<file path="config.mk">
export PLATFORM = sky130hd
export DESIGN_NAME = axi_wr_rr_ctrl
export DESIGN_NICKNAME = d
export VERILOG_FILES = /design/src/rtl/axi_wr_rr_ctrl.sv
export SDC_FILE = /design/constraint.sdc
export NUM_CORES = 1
export LEC_CHECK = 0
export BUFFER_PORTS_ARGS = -buffer_cell sky130_fd_sc_hd__buf_2
export CAP_MARGIN = 20
export CORE_AREA = 2 2 100 102
export CTS_CLUSTER_SIZE = 12
export DETAILED_ROUTE_END_ITERATION = 8
export DIE_AREA = 0 0 102 104
export PLACE_DENSITY = 0.6
export SYNTH_ARGS = -nofsm -noshare
export SYNTH_HDL_FRONTEND = slang
export SYNTH_SLANG_ARGS = --single-unit
</file>
<file path="constraint.sdc">
create_clock -name clk_i -period 2.5 [get_ports clk_i]
set_input_delay 0.375 -clock clk_i [delete_from_list [all_inputs] [get_ports clk_i]]
set_output_delay 0.375 -clock clk_i [all_outputs]
set_load 0.02 [all_outputs]
</file>
<file path="src/rtl/axi_wr_rr_ctrl.sv">
// Round-robin write-channel controller: shares one AXI slave write port among NUM_MST masters,
// holding the winner from AW through all W beats to the B response.
module axi_wr_rr_ctrl #(
    parameter int NUM_MST = 2,
    parameter int ADDR_W  = 32,
    parameter int DATA_W  = 32
) (
    input  logic                        clk_i,
    input  logic                        rst_i,
    input  logic [NUM_MST-1:0]          m_awvalid_i,
    input  logic [NUM_MST*ADDR_W-1:0]   m_awaddr_i,
    input  logic [NUM_MST*8-1:0]        m_awlen_i,
    output logic [NUM_MST-1:0]          m_awready_o,
    input  logic [NUM_MST-1:0]          m_wvalid_i,
    input  logic [NUM_MST*DATA_W-1:0]   m_wdata_i,
    input  logic [NUM_MST*DATA_W/8-1:0] m_wstrb_i,
    input  logic [NUM_MST-1:0]          m_wlast_i,
    output logic [NUM_MST-1:0]          m_wready_o,
    output logic [NUM_MST-1:0]          m_bvalid_o,
    output logic [1:0]                  m_bresp_o,
    input  logic [NUM_MST-1:0]          m_bready_i,
    output logic                        s_awvalid_o,
    output logic [ADDR_W-1:0]           s_awaddr_o,
    output logic [7:0]                  s_awlen_o,
    input  logic                        s_awready_i,
    output logic                        s_wvalid_o,
    output logic [DATA_W-1:0]           s_wdata_o,
    output logic [DATA_W/8-1:0]         s_wstrb_o,
    output logic                        s_wlast_o,
    input  logic                        s_wready_i,
    input  logic                        s_bvalid_i,
    input  logic [1:0]                  s_bresp_i,
    output logic                        s_bready_o,
    output logic [NUM_MST-1:0]          grant_o,
    output logic                        busy_o,
    output logic                        err_wlast_o
);

    localparam int IdxW  = (NUM_MST > 1) ? $clog2(NUM_MST) : 1;
    localparam int StrbW = DATA_W / 8;

    typedef enum logic [1:0] {StIdle, StAddr, StData, StResp} state_e;

    state_e              state_q;
    logic [NUM_MST-1:0]  grant_q;
    logic [IdxW-1:0]     ptr_q;
    logic [7:0]          beat_q;
    logic                err_q;

    logic [IdxW-1:0]     gidx;
    logic [IdxW-1:0]     pick_idx;
    logic [IdxW-1:0]     cand_idx;
    logic                pick_found;
    int                  cand;

    // First requester at or above the pointer, wrapping around.
    always_comb begin
        pick_found = 1'b0;
        pick_idx   = '0;
        cand       = 0;
        cand_idx   = '0;
        for (int i = 0; i < NUM_MST; i++) begin
            cand     = (int'(ptr_q) + i) % NUM_MST;
            cand_idx = IdxW'(cand);
            if (!pick_found && m_awvalid_i[cand_idx]) begin
                pick_found = 1'b1;
                pick_idx   = cand_idx;
            end
        end
    end

    always_comb begin
        gidx = '0;
        for (int i = 0; i < NUM_MST; i++) begin
            if (grant_q[i]) gidx = IdxW'(i);
        end
    end

    always_comb begin
        m_awready_o = '0;
        m_wready_o  = '0;
        m_bvalid_o  = '0;
        s_awvalid_o = 1'b0;
        s_wvalid_o  = 1'b0;
        s_wlast_o   = 1'b0;
        s_bready_o  = 1'b0;
        s_awaddr_o  = m_awaddr_i[gidx*ADDR_W +: ADDR_W];
        s_awlen_o   = m_awlen_i[gidx*8 +: 8];
        s_wdata_o   = m_wdata_i[gidx*DATA_W +: DATA_W];
        s_wstrb_o   = m_wstrb_i[gidx*StrbW +: StrbW];
        m_bresp_o   = s_bresp_i;
        unique case (state_q)
            StAddr: begin
                s_awvalid_o       = m_awvalid_i[gidx];
                m_awready_o[gidx] = s_awready_i;
            end
            StData: begin
                s_wvalid_o       = m_wvalid_i[gidx];
                m_wready_o[gidx] = s_wready_i;
                s_wlast_o        = (beat_q == 8'd0);
            end
            StResp: begin
                m_bvalid_o[gidx] = s_bvalid_i;
                s_bready_o       = m_bready_i[gidx];
            end
            default: ;
        endcase
    end

    assign grant_o     = grant_q;
    assign busy_o      = (state_q != StIdle);
    assign err_wlast_o = err_q;

    always_ff @(posedge clk_i) begin
        if (rst_i) begin
            state_q <= StIdle;
            grant_q <= '0;
            ptr_q   <= '0;
            beat_q  <= 8'd0;
            err_q   <= 1'b0;
        end else begin
            err_q <= 1'b0;
            unique case (state_q)
                StIdle: begin
                    if (pick_found) begin
                        grant_q <= NUM_MST'(1) << pick_idx;
                        state_q <= StAddr;
                    end
                end
                StAddr: begin
                    if (s_awvalid_o && s_awready_i) begin
                        beat_q  <= s_awlen_o;
                        state_q <= StData;
                    end
                end
                StData: begin
                    if (s_wvalid_o && s_wready_i) begin
                        err_q <= (m_wlast_i[gidx] != (beat_q == 8'd0));
                        if (beat_q == 8'd0) state_q <= StResp;
                        else                beat_q  <= beat_q - 8'd1;
                    end
                end
                StResp: begin
                    if (s_bvalid_i && s_bready_o) begin
                        state_q <= StIdle;
                        grant_q <= '0;
                        // Winner drops to lowest priority.
                        if (gidx == IdxW'(NUM_MST - 1)) ptr_q <= '0;
                        else                             ptr_q <= gidx + 1'b1;
                    end
                end
                default: state_q <= StIdle;
            endcase
        end
    end

endmodule

</file>
# Word level (Yosys, flattened, before mapping)
# Cells that the tools add are included.
# word_totals
register_bits	14
elab_cells	87
# op_classes
addsub	3
order_cmp	4
n_eq_ne	10
n_shift	5
mux	39
bitwise_logic	5
n_reduce_logical	16
# op_table
cell	count
$shiftx 64x7->32	2
$mux 8	3
$mux 1	23
$mux 2	9
$pmux 8 s2	1
$shiftx 16x5->8	1
$ne 2x2->1 const B	6
$logic_not 8->1	1
$pmux 2 s4	1
$shiftx 8x4->4	1
$sub 8x1->8 const B	1
$and 2x2->2	3
$lt 1x2->1 const B	3
$reduce_bool 2->1	3
$logic_and 1x1->1	5
$reduce_and 5->1	1
$eq 2x2->1 const B	2
$pmux 2 s2	1
$reduce_and 4->1	1
$reduce_and 3->1	1
$reduce_or 3->1	1
$add 1x1->1 const B	2
$eq 2x1->1 const B	1
$logic_not 2->1	1
other kinds (7)	8

# Depth between registers and ports, before layout
# logic_depth
ltp_word	9
depth_mapped	7

# Worst setup path before layout
# OpenSTA, ideal clock, no wires.
# synth_timing
path_type	register to output
from	register grant_q[1], in the netlist grant_o[1]
to	output s_awaddr_o[0]
arrival_time_ps	1576
required_time_ps	2125
path_slack_ps	549
path_stages_with_launch	6
cell_sequence	dfxtp_1 > clkbuf_1 > buf_2 > buf_2 > buf_2 > mux2_2
# synth_between
elab_chain_cells	2
# synth_lines
item	line	source
start: declaration	45	logic [NUM_MST-1:0] grant_q;
start signal: assignment	126	grant_q <= NUM_MST'(1) << pick_idx;
$mux 1	75	if (grant_q[i]) gidx = IdxW'(i);
$shiftx 64x7->32	87	s_awaddr_o = m_awaddr_i[gidx*ADDR_W +: ADDR_W];
end: declaration	23	output logic [ADDR_W-1:0] s_awaddr_o,
# No other way between the ends.

# Worst setup path after layout
# layout_timing
from	register beat_q[0]
to	output s_wlast_o
# layout_between
elab_chain_cells	2
# layout_lines
item	line	source
start: declaration	47	logic [7:0] beat_q;
start signal: assignment	132	beat_q <= s_awlen_o;
start signal: assignment	140	else beat_q <= beat_q - 8'd1;
$logic_not 8->1	100	s_wlast_o = (beat_q == 8'd0);
$mux 1	92	unique case (state_q)
end: declaration	29	output logic s_wlast_o,
# No other way between the ends.

==> summary.md <==
| Metric | Value |
|---|---|
| Relative slew slack | 62.9% |
| DR top layer | met4 |
| Core Area | 9550 sq um |
| Total GRT Usage | between 10% and 20% |
| Clk root buf | clkbuf_8 |
| Worst Skew | 0.00185 ns |
| DRT antenna net count | 0 |
| Buffers on Ports | 254 |
| Flops & latches, synth | 14 |
| Hold buffers post-CTS | 0 |
| Crit path max fanout | 4 |
| Setup total negative slack | 0 ns |
| Final instance area | between 3000 and 4000 sq um |
| Crit-path cells | inv_1 -> ha_1 -> nor4b_1 -> nand3_1 -> inv_1 -> buf_2 |
| First-pass GRT wire length | approximately 14000 um |
| Final setup vio count | 0 |
| Mux contribution to synthesized area | between 40% and 50% |
| Largest net degree at the start of global routing | 58 |
| Die Area | approximately 11000 sq um |
| Placed wire-length estimate | approximately 8600 um |
| Max Slew Vio Count | 0 |
| Leading cell type in the layout, fill and taps excluded | buf_2 |
| Cell count after synthesis | roughly 230 |
| Status | finished, final reports clean |
| Gr ovfl total | 0 |
| CP max stage cell | nor4b_1 |
| Place WS | approximately 0.5 ns |
| Placed cell area | around 3400 sq um |
| Vias/cell | around 4.5 |
| Commonest non-fill, non-tap cells in the layout | 254 x buf_2, 75 x mux2_2, 16 x inv_1, 16 x nor2_1, 13 x dfxtp_1 |
| Cell mode on critical path | inv_1 |
| Max-cap violation count | 0 |
| Syn Area/Cell | roughly 8.8 sq um |
| Clock transition at path regs | 0.06 ns |
| Post-synthesis compound-gate area fraction | between 10% and 20% |
| Vias post-DR | 2735 |
| Arr. time, crit path | 1.86 ns |
| Distinct cells, synth | 44 |
| F_max | between 0.4 and 0.5 GHz |
| # resized after CTS | 0 |
| EDFF count, synth | 0 |
| Starting density of the core | 20.7% |
| Final worst-path cycle share | around nine tenths |
| Setup crit start kind | flip-flop |
| Synth-to-Final Area Change | 74.3% |
| Fin crit period | around 2.2 ns |
| DRT Pass-1 Iters | 4 |
| DIE HEIGHT | between 100 and 150 um |
| Vias in the first global route | approximately 2.7k |
| WL/cell | around 16 um |
| HP Class | input pin to flip-flop |
| Skew-Pair Late Insertion Delay | between 0.2 and 0.3 ns |
| Residual DRC | 0 |
| Unrepaired setup endpoints after global routing | false |
| Worst-margin pin slew | roughly 0.55 ns |
| Top_reg_cell synth | dfxtp_1 |
| Total Wirelength | roughly 9800 um |
| Synthesized Nets | ~400 |
| DRT iter0 DRCs | 70 |
| Syn. warnings | 0 |
| Critical Path RT | 2.12 ns |
| Pwr per Cell Area | slightly below 700 nW/um^2 |
| Die width | between 100 and 150 um |
| Metal2 WL | 4910 um |
| Post-Synth Adder-Cell Area | 3.80% |
| Maximum vdd ir drop | just under 0.4 mV |
| Async SR Flop Fraction | 0% |
| Cell area after synthesis | roughly 2000 sq um |
| Setup Buffers After CTS | 0 |
| Initial antenna violation count | 1 |
| Fin. Hold Viols | 0 |
| Combinational family with the most area after synthesis | multiplexers |
| Clk buf depth | 2 |
| GPL Wtd Cong | ~0.9 |
| Final net count | roughly 650 |
| CTS Buf Count | 3 |
| Layout cells sized above 1 | approximately 73% |
| Seq/Total Area, Yosys | between 10 and 15% |
| Clk sinks | 14 |
| CTS tree | done |
| Met3 wire length | 766 um |
| Synth Area in XOR/XNOR | less than 1% |
| Setup ws final | 0.263 ns |
| Num ports | ~260 |
| CP endpoint kind | output pin |
| Crit path kind | flip-flop to output pin |
| Met1 Wirelength | 3980 um |
| # rows | 36 |
| Simple-gate area share of the yosys netlist | 12.5% |
| Critical Path Max Stage Delay | 0.47 ns |
| P_leak | ~1.8 nW |
| Fin util | a little over a third |
| Htree depth | 1 |
Yosys cell counts (2+ instances only):
master / number / area share, %
nor2_1: 16 / 3.0
a21oi_1: 6 / 1.5
nand3_1: 4 / 1.0
nand2_1: 9 / 1.7
o31ai_1: 2 / 0.76
mux2i_1: 8 / 4.1
nor3_1: 4 / 1.0
nor2b_1: 2 / 0.63
clkbuf_1: 4 / 0.76
and3_1: 2 / 0.63
mux2_2: 75 / 43
buf_4: 3 / 1.1
o32ai_1: 4 / 1.8
ha_1: 6 / 3.8
nand4_1: 2 / 0.63
o21ai_0: 6 / 1.5
o311ai_0: 3 / 1.3
buf_2: 8 / 2.0
o21a_1: 2 / 0.76
dfxtp_1: 14 / 14
inv_1: 16 / 3.0
o211ai_1: 3 / 1.1
a211oi_1: 2 / 0.76
or4_1: 2 / 0.76
a31oi_1: 3 / 0.95
layer usage:
| metal | global-route usage (%) | up-vias |
|---|---|---|
| met3 | 3.49 | 12 |
| li1 | - | 1341 |
| met2 | 29.9 | 117 |
| met5 | 0 | - |
| met1 | 20.2 | 1265 |
| met4 | 4.19 | 0 |
power breakdown:
group	switching, mW	internal [mW]
clock network	0.0888	0.140
registers	0.0880	0.296
logic	0.986	0.765
total	1.16	1.20
critical path: cells and delay by family (launching register included):
family	cells	cell delay [ns]
DFF	1	0.32
adders and majority gates	1	0.19
buffers and inverters	3	0.39
and+or+nand+nor	2	0.71
layout make-up:
| class | instances | area [sq um] |
|---|---|---|
| clock buffers | 4 | 55.1 |
| well taps | 133 | 166 |
| flip-flops and latches | 14 | 284 |
| inverters | 17 | 63.8 |
| multi-input cells | 178 | 1550 |
| diodes | 1 | 2.50 |
| fillers | 1033 | 6110 |
| repair buffers | 259 | 1320 |
final timing paths:
| check | startpoint | endpoint | slack (ns) | cells after the start |
|---|---|---|---|---|
| worst min register to register | grant_o[0] | grant_o[0] | 0.49 | 2 |
| worst min-delay path | m_awvalid_i[1] | grant_o[1] | 0.44 | 3 |
| worst max register to register | beat_q[0] | state_q[1] | 0.44 | 6 |
| worst max-delay path | beat_q[0] | s_wlast_o | 0.26 | 6 |
per-stage QoR:
| step | total power [mW] | instances | hold WS (ns) |
|---|---|---|---|
| 4_1_cts | 2.38 | 605 | 0.443 |
| 2_1_floorplan | 1.56 | 225 | 0.468 |
| 6_report | 2.36 | 606 | 0.439 |
| 3_3_place_gp | 2.13 | 601 | 0.472 |
| 3_5_place_dp | 2.13 | 601 | 0.479 |
| 5_1_grt | 2.55 | 606 | 0.492 |
state kept, by name, indices dropped and copies added (netlist names):
register and flops:
beat_q 8, err_wlast_o 1, grant_o 2, ptr_q 1
state_q 2
cell families (layout without fill, tap and decap cells):
group	count (synthesis)	count (layout)
AOI/OAI and AO/OA	40	40
DFF	14	14
adders and majority gates	6	6
xor gates and xnor gates	1	1
and+or+nand+nor	48	48
other	0	1
buffers and inverters	33	280
muxes	83	83
No activity file was read; power rests on OpenSTA's default activity.
